<file path="src/rtl/modbus_rtu_tx_seq_if.sv">
// Signal bundle between the Modbus RTU transmit sequencer and its neighbours:
// the response builder (frame request), the response byte buffer (read port)
// and uart_byte_tx (byte handshake).
//
// Handshake rules:
//   frame_start/frame_len : one-cycle request, taken only while busy=0;
//                           frame_len is sampled in the same cycle.
//   buf_rd_en/buf_rd_addr : one-cycle read strobe; buf_rd_data must be valid
//                           exactly one cycle later.
//   tx_start/tx_data      : one-cycle start pulse; tx_data stays stable until
//                           uart_byte_tx answers with a one-cycle tx_done.
interface modbus_rtu_tx_seq_if;
  logic       frame_start;
  logic [7:0] frame_len;
  logic       busy;
  logic       frame_done;
  logic       err_len;
  logic       buf_rd_en;
  logic [7:0] buf_rd_addr;
  logic [7:0] buf_rd_data;
  logic       tx_start;
  logic [7:0] tx_data;
  logic       tx_done;

  // Sequencer side.
  modport slave (
    input  frame_start, frame_len, buf_rd_data, tx_done,
    output busy, frame_done, err_len, buf_rd_en, buf_rd_addr, tx_start, tx_data
  );

  // Environment side (requester, buffer, UART).
  modport master (
    output frame_start, frame_len, buf_rd_data, tx_done,
    input  busy, frame_done, err_len, buf_rd_en, buf_rd_addr, tx_start, tx_data
  );
endinterface

</file>
<file path="src/rtl/modbus_rtu_tx_seq.sv">
// Modbus RTU frame transmit sequencer: streams an N-byte PDU from the byte
// buffer into uart_byte_tx, appends CRC-16/Modbus (low byte first) and then
// holds busy for the 3.5-character inter-frame silence.
module modbus_rtu_tx_seq #(
  parameter int CLK_FREQ  = 50000000,
  parameter int BAUD_RATE = 115200
) (
  input  logic                      sys_clk,
  input  logic                      reset_n,
  modbus_rtu_tx_seq_if.slave        bus,
  output logic [2:0]                dbg_state
);

  // Above 19200 baud Modbus fixes the silence at 1.75 ms; below it is
  // 3.5 characters of 11 bits = 38.5 bit times. 64-bit math avoids overflow.
  localparam longint T35_L = (BAUD_RATE > 19200) ?
    (longint'(CLK_FREQ) * 64'sd1750) / 64'sd1000000 :
    (longint'(CLK_FREQ) * 64'sd77) / (64'sd2 * longint'(BAUD_RATE));
  localparam int T35   = int'(T35_L);
  localparam int CNT_W = (T35 > 1) ? $clog2(T35) : 1;
  localparam logic [CNT_W-1:0] GAP_LAST = CNT_W'(T35 - 1);

  typedef enum logic [2:0] {
    IDLE      = 3'd0,
    FETCH     = 3'd1,
    LOAD      = 3'd2,
    WAIT_DONE = 3'd3,
    CRC_LO    = 3'd4,
    CRC_HI    = 3'd5,
    GAP       = 3'd6
  } state_t;

  state_t           state, state_nx;
  logic [7:0]       len_q;
  logic [7:0]       idx_q;
  logic [15:0]      crc_q;
  logic [CNT_W-1:0] gap_cnt;
  logic             len_ok;
  logic             last_byte;

  // One full byte of CRC-16/Modbus (reflected poly 0xA001) in a single cycle.
  function automatic logic [15:0] crc16_byte(input logic [15:0] c, input logic [7:0] d);
    logic [15:0] r;
    r = c ^ {8'h00, d};
    for (int i = 0; i < 8; i++) begin
      r = r[0] ? ((r >> 1) ^ 16'hA001) : (r >> 1);
    end
    return r;
  endfunction

  assign len_ok    = (bus.frame_len != 8'd0) && (bus.frame_len != 8'hFF);
  assign last_byte = (idx_q == (len_q - 8'd1));
  // Reset lands in GAP, so busy is already high coming out of reset.
  assign bus.busy  = (state != IDLE);
  assign dbg_state = state;

  // State register; reset enters GAP so a full silence follows every reset.
  always_ff @(posedge sys_clk or negedge reset_n) begin
    if (!reset_n) state <= GAP;
    else          state <= state_nx;
  end

  // Next-state decode.
  always_comb begin
    state_nx = state;
    unique case (state)
      IDLE:      if (bus.frame_start && len_ok) state_nx = FETCH;
      FETCH:     state_nx = LOAD;
      LOAD:      state_nx = WAIT_DONE;
      WAIT_DONE: if (bus.tx_done) state_nx = last_byte ? CRC_LO : FETCH;
      CRC_LO:    if (bus.tx_done) state_nx = CRC_HI;
      CRC_HI:    if (bus.tx_done) state_nx = GAP;
      GAP:       if (gap_cnt == GAP_LAST) state_nx = IDLE;
      default:   state_nx = IDLE;
    endcase
  end

  // Datapath and registered outputs; every strobe defaults low so pulses
  // last exactly one cycle.
  always_ff @(posedge sys_clk or negedge reset_n) begin
    if (!reset_n) begin
      bus.tx_start    <= 1'b0;
      bus.tx_data     <= 8'h00;
      bus.buf_rd_en   <= 1'b0;
      bus.buf_rd_addr <= 8'h00;
      bus.frame_done  <= 1'b0;
      bus.err_len     <= 1'b0;
      crc_q           <= 16'hFFFF;
      len_q           <= 8'h00;
      idx_q           <= 8'h00;
      gap_cnt         <= '0;
    end else begin
      bus.tx_start   <= 1'b0;
      bus.buf_rd_en  <= 1'b0;
      bus.frame_done <= 1'b0;
      bus.err_len    <= 1'b0;
      unique case (state)
        IDLE: begin
          if (bus.frame_start) begin
            if (len_ok) begin
              len_q           <= bus.frame_len;
              crc_q           <= 16'hFFFF;
              idx_q           <= 8'h00;
              bus.buf_rd_en   <= 1'b1;
              bus.buf_rd_addr <= 8'h00;
            end else begin
              bus.err_len <= 1'b1;
            end
          end
        end
        FETCH: ;
        LOAD: begin
          bus.tx_data  <= bus.buf_rd_data;
          bus.tx_start <= 1'b1;
          crc_q        <= crc16_byte(crc_q, bus.buf_rd_data);
        end
        WAIT_DONE: begin
          if (bus.tx_done) begin
            if (last_byte) begin
              bus.tx_data  <= crc_q[7:0];
              bus.tx_start <= 1'b1;
            end else begin
              idx_q           <= idx_q + 8'd1;
              bus.buf_rd_en   <= 1'b1;
              bus.buf_rd_addr <= idx_q + 8'd1;
            end
          end
        end
        CRC_LO: begin
          if (bus.tx_done) begin
            bus.tx_data  <= crc_q[15:8];
            bus.tx_start <= 1'b1;
          end
        end
        CRC_HI: begin
          if (bus.tx_done) begin
            bus.frame_done <= 1'b1;
            gap_cnt        <= '0;
          end
        end
        GAP:     gap_cnt <= gap_cnt + 1'b1;
        default: ;
      endcase
    end
  end

endmodule

</file>
<file path="src/flat_wrapper.sv">
// flat-port wrapper written by rule: the top's interface ports become plain ports
module modbus_rtu_tx_seq_flat 
#(
  parameter int CLK_FREQ  = 50000000,
  parameter int BAUD_RATE = 115200
)
  (sys_clk, reset_n, dbg_state, bus_frame_start, bus_frame_len, bus_buf_rd_data, bus_tx_done, bus_busy, bus_frame_done, bus_err_len, bus_buf_rd_en, bus_buf_rd_addr, bus_tx_start, bus_tx_data);
  modbus_rtu_tx_seq_if bus_i ();
  input  logic sys_clk;
  input  logic reset_n;
  output logic [2:0] dbg_state;
  input wire logic [$bits(bus_i.frame_start)-1:0] bus_frame_start;
  input wire logic [$bits(bus_i.frame_len)-1:0] bus_frame_len;
  input wire logic [$bits(bus_i.buf_rd_data)-1:0] bus_buf_rd_data;
  input wire logic [$bits(bus_i.tx_done)-1:0] bus_tx_done;
  output wire logic [$bits(bus_i.busy)-1:0] bus_busy;
  output wire logic [$bits(bus_i.frame_done)-1:0] bus_frame_done;
  output wire logic [$bits(bus_i.err_len)-1:0] bus_err_len;
  output wire logic [$bits(bus_i.buf_rd_en)-1:0] bus_buf_rd_en;
  output wire logic [$bits(bus_i.buf_rd_addr)-1:0] bus_buf_rd_addr;
  output wire logic [$bits(bus_i.tx_start)-1:0] bus_tx_start;
  output wire logic [$bits(bus_i.tx_data)-1:0] bus_tx_data;
  assign bus_i.frame_start = bus_frame_start;
  assign bus_i.frame_len = bus_frame_len;
  assign bus_i.buf_rd_data = bus_buf_rd_data;
  assign bus_i.tx_done = bus_tx_done;
  assign bus_busy = bus_i.busy;
  assign bus_frame_done = bus_i.frame_done;
  assign bus_err_len = bus_i.err_len;
  assign bus_buf_rd_en = bus_i.buf_rd_en;
  assign bus_buf_rd_addr = bus_i.buf_rd_addr;
  assign bus_tx_start = bus_i.tx_start;
  assign bus_tx_data = bus_i.tx_data;
  modbus_rtu_tx_seq #(.CLK_FREQ(CLK_FREQ), .BAUD_RATE(BAUD_RATE)) u_core (.sys_clk(sys_clk), .reset_n(reset_n), .bus(bus_i), .dbg_state(dbg_state));
endmodule
</file>
<file path="config.mk">
export PLATFORM = sky130hd
export DESIGN_NAME = modbus_rtu_tx_seq_flat
export DESIGN_NICKNAME = d
export VERILOG_FILES = /design/src/rtl/modbus_rtu_tx_seq_if.sv /design/src/rtl/modbus_rtu_tx_seq.sv /design/src/flat_wrapper.sv
export SDC_FILE = /design/constraint.sdc
export NUM_CORES = 1
export LEC_CHECK = 0
export CORE_UTILIZATION = 50
export DETAILED_ROUTE_END_ITERATION = 7
export HOLD_SLACK_MARGIN = 0.12
export PLACE_DENSITY = 0.8
export SYNTH_ARGS = -nofsm -noshare
export SYNTH_HDL_FRONTEND = slang
export SYNTH_SLANG_ARGS = --single-unit
</file>
<file path="constraint.sdc">
create_clock -name sys_clk -period 3.1 [get_ports sys_clk]
set_clock_uncertainty 0.1 [all_clocks]
set_input_delay 0.62 -clock sys_clk [delete_from_list [all_inputs] [get_ports sys_clk]]
set_output_delay 0.62 -clock sys_clk [all_outputs]
set_load 0.1 [all_outputs]
</file>
Word-level counts from Yosys, hierarchy flattened

Cells that the tools add are included.

Add/sub/neg operators: 3
Equality and inequality tests: 18
Mux-type cells: 42
Bitwise gates (word level): 9
Reductions and logical operators: 15

Operator list:

| operator                                            | count |
|---|---|
| two-way mux 16 bit                                  | 10 |
| two-way mux 8 bit                                   | 7 |
| one-hot mux 17 bit (2 select lines)                 | 1 |
| one-hot mux 16 bit (2 select lines)                 | 1 |
| inverter 2 -> 3 bit                                 | 8 |
| one-hot mux 8 bit (3 select lines)                  | 1 |
| one-hot mux 3 bit (7 select lines)                  | 1 |
| two-way mux 3 bit                                   | 6 |
| adder 17 x 1 -> 17 bit, second input constant       | 1 |
| equality test 17 bit, second input constant         | 1 |
| two-way mux 17 bit                                  | 1 |
| one-hot mux 8 bit (2 select lines)                  | 1 |
| bitwise XOR 16 x 8 -> 16 bit                        | 1 |
| two-way mux 1 bit                                   | 11 |
| != test 2 bit, second input constant                | 5 |
| AND reduction 5 bit                                 | 2 |
| equality test 3 bit, second input constant          | 3 |
| adder 8 x 1 -> 8 bit, second input constant         | 1 |
| equality test 8 bit                                 | 1 |
| != test 2 x 1 -> 1 bit, second input constant       | 4 |
| != test 8 bit, second input constant                | 1 |
| nonzero test 8 bit                                  | 1 |
| subtractor 8 x 1 -> 8 bit, second input constant    | 1 |
| equality test 3 x 2 -> 1 bit, second input constant | 2 |
| other kinds (10)                                    | 15 |

Register bits: 64
Output and inout port bits: 24

Logic depth before layout (Yosys ltp)

Depth after elaboration: 18
Mapped depth: 9
Mapped depth without buffers: 8

Worst setup path after synthesis

Ideal clock, no wire load.

Path kind: flip-flop to flip-flop
Start point: register, netlist name u_core.bus.buf_rd_addr[7]
End point: register u_core.bus.tx_data[0]
Library setup time: 0.126 ns
Data arrival time: 2.648 ns
Setup slack: 0.226 ns
Cell stages (with the launch flop): 8
Buffers on the path: 1
Period minus slack after synthesis: 2.874 ns
Path through: dfrtp_1 xor2_1 a2111oi_0 a31oi_1 a311oi_2 a311o_1 buf_6 mux2_4

RTL lines:

| element              | line                       | RTL |
|---|---|---|
| to (signal assigned) | modbus_rtu_tx_seq.sv:113   | `bus.tx_data <= bus.buf_rd_data;` |
| to (signal assigned) | modbus_rtu_tx_seq.sv:120   | `bus.tx_data <= crc_q[7:0];` |
| to (signal assigned) | modbus_rtu_tx_seq.sv:131   | `bus.tx_data <= crc_q[15:8];` |
| to (decl)            | modbus_rtu_tx_seq_if.sv:28 | `output busy, frame_done, err_len, buf_rd_en, buf_rd_addr, tx_start, tx_data` |

Worst setup path in the final report

Start point: register u_core.len_q[0]
End point: register u_core.bus.tx_data[6]

Cells in the longest elaborated chain, start to end: 4

RTL lines:

| element                          | line                     | RTL |
|---|---|---|
| from (decl)                      | modbus_rtu_tx_seq.sv:34  | `logic [7:0] len_q;` |
| from (signal assigned)           | modbus_rtu_tx_seq.sv:101 | `len_q <= bus.frame_len;` |
| subtractor 8 x 1 -> 8 bit        | modbus_rtu_tx_seq.sv:52  | `assign last_byte = (idx_q == (len_q - 8'd1));` |
| equality test 8 bit              | modbus_rtu_tx_seq.sv:52  |  |
| != test 2 x 1 -> 1 bit (no line) | -                        |  |
| AND reduction 4 bit (no line)    | -                        |  |

Every way passes these cells.
A chain may end at the register's enable or synchronous reset.

==> run summary <==
peak fanout along the critical path - 9
core area - 0.00698 sq mm
Cells after Synth - 393
WS Path Type - reg2reg
CTS Sinks - 64
max-slew violations - 0
nets - 457
status - completed
PortBufs - 43
first-pass GRT wire length - 14.2 mm
root buffer cell - clkbuf_8
Most used DFF post-synth - dfrtp_1
vias per std cell - 5.93
crit-path max cell delay - 0.42 ns
number of setup buffers added after CTS - 0
Final Hold Viols - 0
worst vdd ir - 0.937 mV
Initial Util - 52.9%
crit path to - u_core.bus.tx_data[6]
most frequent cell after synthesis - nand2_1
DRC viols - 0
Max-cap violations - 0
setup_tns - 0 ns
worst r2r src - u_core.len_q[0]
Static Leak - 1.87 nW
Hold WS - 0.244 ns
Syn Area/Cell - 9.40 sq um
routability cong. - 0.853
RSZ-0062 raised after global routing - no
Worst setup EP type - flip-flop
CTS max path bufs - 2
dpl hpwl - 5.98 mm
Layout Area Growth over Synthesis - 18.4%
Yosys top cell area share - 31.1%
via count - 3174
grt total ovfl - 0
Yosys top cell by area - dfrtp_1
TritonCTS clock tree - done
Chip Width - 88.0 um
initial antenna violation count - 0
1st-pass router iterations - 4
YS warnings - 0
n_diodes - 0
Die Y - 88.0 um
Clk Latency, worst-skew pair - 0.34 ns
Detail Route Antenna Nets - 0
syn_nets - 416
wire per inst - 16.0 um
CTS buffer count - 9
worst-margin pin slew - 1.00 ns
flop and latch count out of synthesis - 64
EDFF count, synth - 0
Arr. time, crit path - 2.91 ns
Rel. slew slack - 33.0%
CP startpoint kind - flip-flop
crit share post-route - 89.9%
num rows - 30
Critical Path Slowest Stage Cell - dfrtp_1
CP Buf/Inv Count - 1
CTS H-tree lvls - 3
Seq/Total Area, Yosys - 43.9%
Worst R2R Path Depth - 8
final instance area - 0.00438 sq mm
share of synthesized registers carrying an async set or reset - 100%
First DRT Iteration DRCs - 180
Final setup viols - 0
main area contributors after synthesis - dfrtp_1, dfstp_2, xnor2_1, nand2_1, o21ai_0
wirelength, routed - 8.54 mm
minimum clock period - 2.79 ns
ratio of cells with drive above 1 in the final layout - 19.1%
WP depth - 8
PwrDens - 1300 mW/mm^2
HP Class - in2async
via count of the first global-routing pass - 3097
Global Route Usage Sum - 23.8%
WP data required - 3.23 ns
synthesized area - 0.00370 sq mm
dpl cells - 519
Non-Filler Instances - 535
pin count of the biggest net entering global routing - 39
I/O pin count - 44
Distinct cells, synth - 49
Reg-to-Reg End - u_core.bus.tx_data[6]
worst setup path start - u_core.len_q[0]
R2R Setup Slk - 0.31 ns
placed inst area - 0.00417 sq mm
Post-synth top cells - nand2_1, dfrtp_1, o21ai_0
die area - 0.00774 sq mm
Max Fclk - 0.359 GHz
crit-path leading delay family - compound AO/OA/AOI/OAI gates
CP Cell Sequence - inv_1, ha_1, or3b_4, nor4_1, o2111ai_2, a311oi_2, a311o_2, mux2_4
Worst-path clk slew - 0.07 ns
[repair_timing]
action                     in CTS  in global routing
gates resized for setup         0                  1
setup endpoints to repair       0                  8
hold buffers                    0                  0
[layer usage]
| layer | part of all wire (%) | wire (um) | global-route usage, % |
|---|---|---|---|
| met5 | 0 | 0 | 0 |
| met4 | 1.5 | 125 | 8.64 |
| met3 | 4.5 | 385 | 5.84 |
| met2 | 49 | 4200 | 39.7 |
| met1 | 45 | 3830 | 29.8 |
[stage by stage]
step           total power [mW]  utilization, %  setup slack, ns
4_1_cts                    5.68            62.7            0.101
6_report                   5.67            62.7            0.312
3_3_place_gp               4.83            59.7            0.211
3_5_place_dp               4.92            59.7            0.118
2_1_floorplan              4.24               -            0.226
5_1_grt                    6.01            62.7            0.158
[area by class of cell]
cell class / count / area, sq um
clock buffer: 11 / 151
tap: 96 / 120
inverter: 9 / 33.8
multi-input combinational: 299 / 1950
fill: 612 / 2610
clock inverter: 5 / 55.1
sequential: 64 / 1620
timing repair buffer: 51 / 438
[cells in the final DEF, fill, tap and decap left out, types with 7 or more instances in the layout]
cell,n
mux2i_1,7
a21oi_1,18
nand3_1,11
and3_1,7
a22o_1,17
nor2_1,19
clkbuf_8,11
xnor2_1,22
clkdlybuf4s50_1,18
nor3_1,17
nand2_1,51
inv_1,9
o21ai_0,33
dfstp_2,18
dfrtp_1,46
buf_4,31
nand4_1,13
mux2_4,8
a22oi_1,8
nand3b_1,9
[sequential cells by signal, indices dropped and copies added, names as in the netlist]
| signal | count |
|---|---|
| u_core.bus.tx_data | 8 |
| u_core.crc_q | 16 |
| u_core.gap_cnt | 17 |
| u_core.bus.buf_rd_addr | 8 |
| u_core.bus.err_len | 1 |
| u_core.len_q | 8 |
| u_core.bus.frame_done | 1 |
| u_core.bus.tx_start | 1 |
| u_core.bus.buf_rd_en | 1 |
| u_core.dbg_state | 3 |
[kinds of logic after synthesis]
| kind of cell | share of synthesized area, % |
|---|---|
| flops | 43.9 |
| xor+xnor | 7.24 |
| simple gates | 22.0 |
| compound gates | 17.4 |
| buf+inv | 3.28 |
| mux | 5.15 |
| fa+ha+maj | 1.02 |
[how the worst min path moves through the flow]
stage                           endpoint  slack [ns]  cells past startpoint
3_5_place_dp          u_core.gap_cnt[16]        0.38                      1
4_1_cts                u_core.gap_cnt[8]        0.27                      1
5_1_grt                u_core.gap_cnt[5]        0.30                      1
3_3_place_gp          u_core.gap_cnt[16]        0.37                      1
6_report           u_core.bus.frame_done        0.24                      1
2_1_floorplan  u_core.bus.buf_rd_addr[0]        0.22                      0
[power breakdown]
group / total, mW / internal [mW] / switching [mW]
logic: 3.13 / 1.18 / 1.95
registers: 1.80 / 1.30 / 0.498
clock network: 0.744 / 0.412 / 0.331
Note: power is estimated with default switching activity, not from simulation.
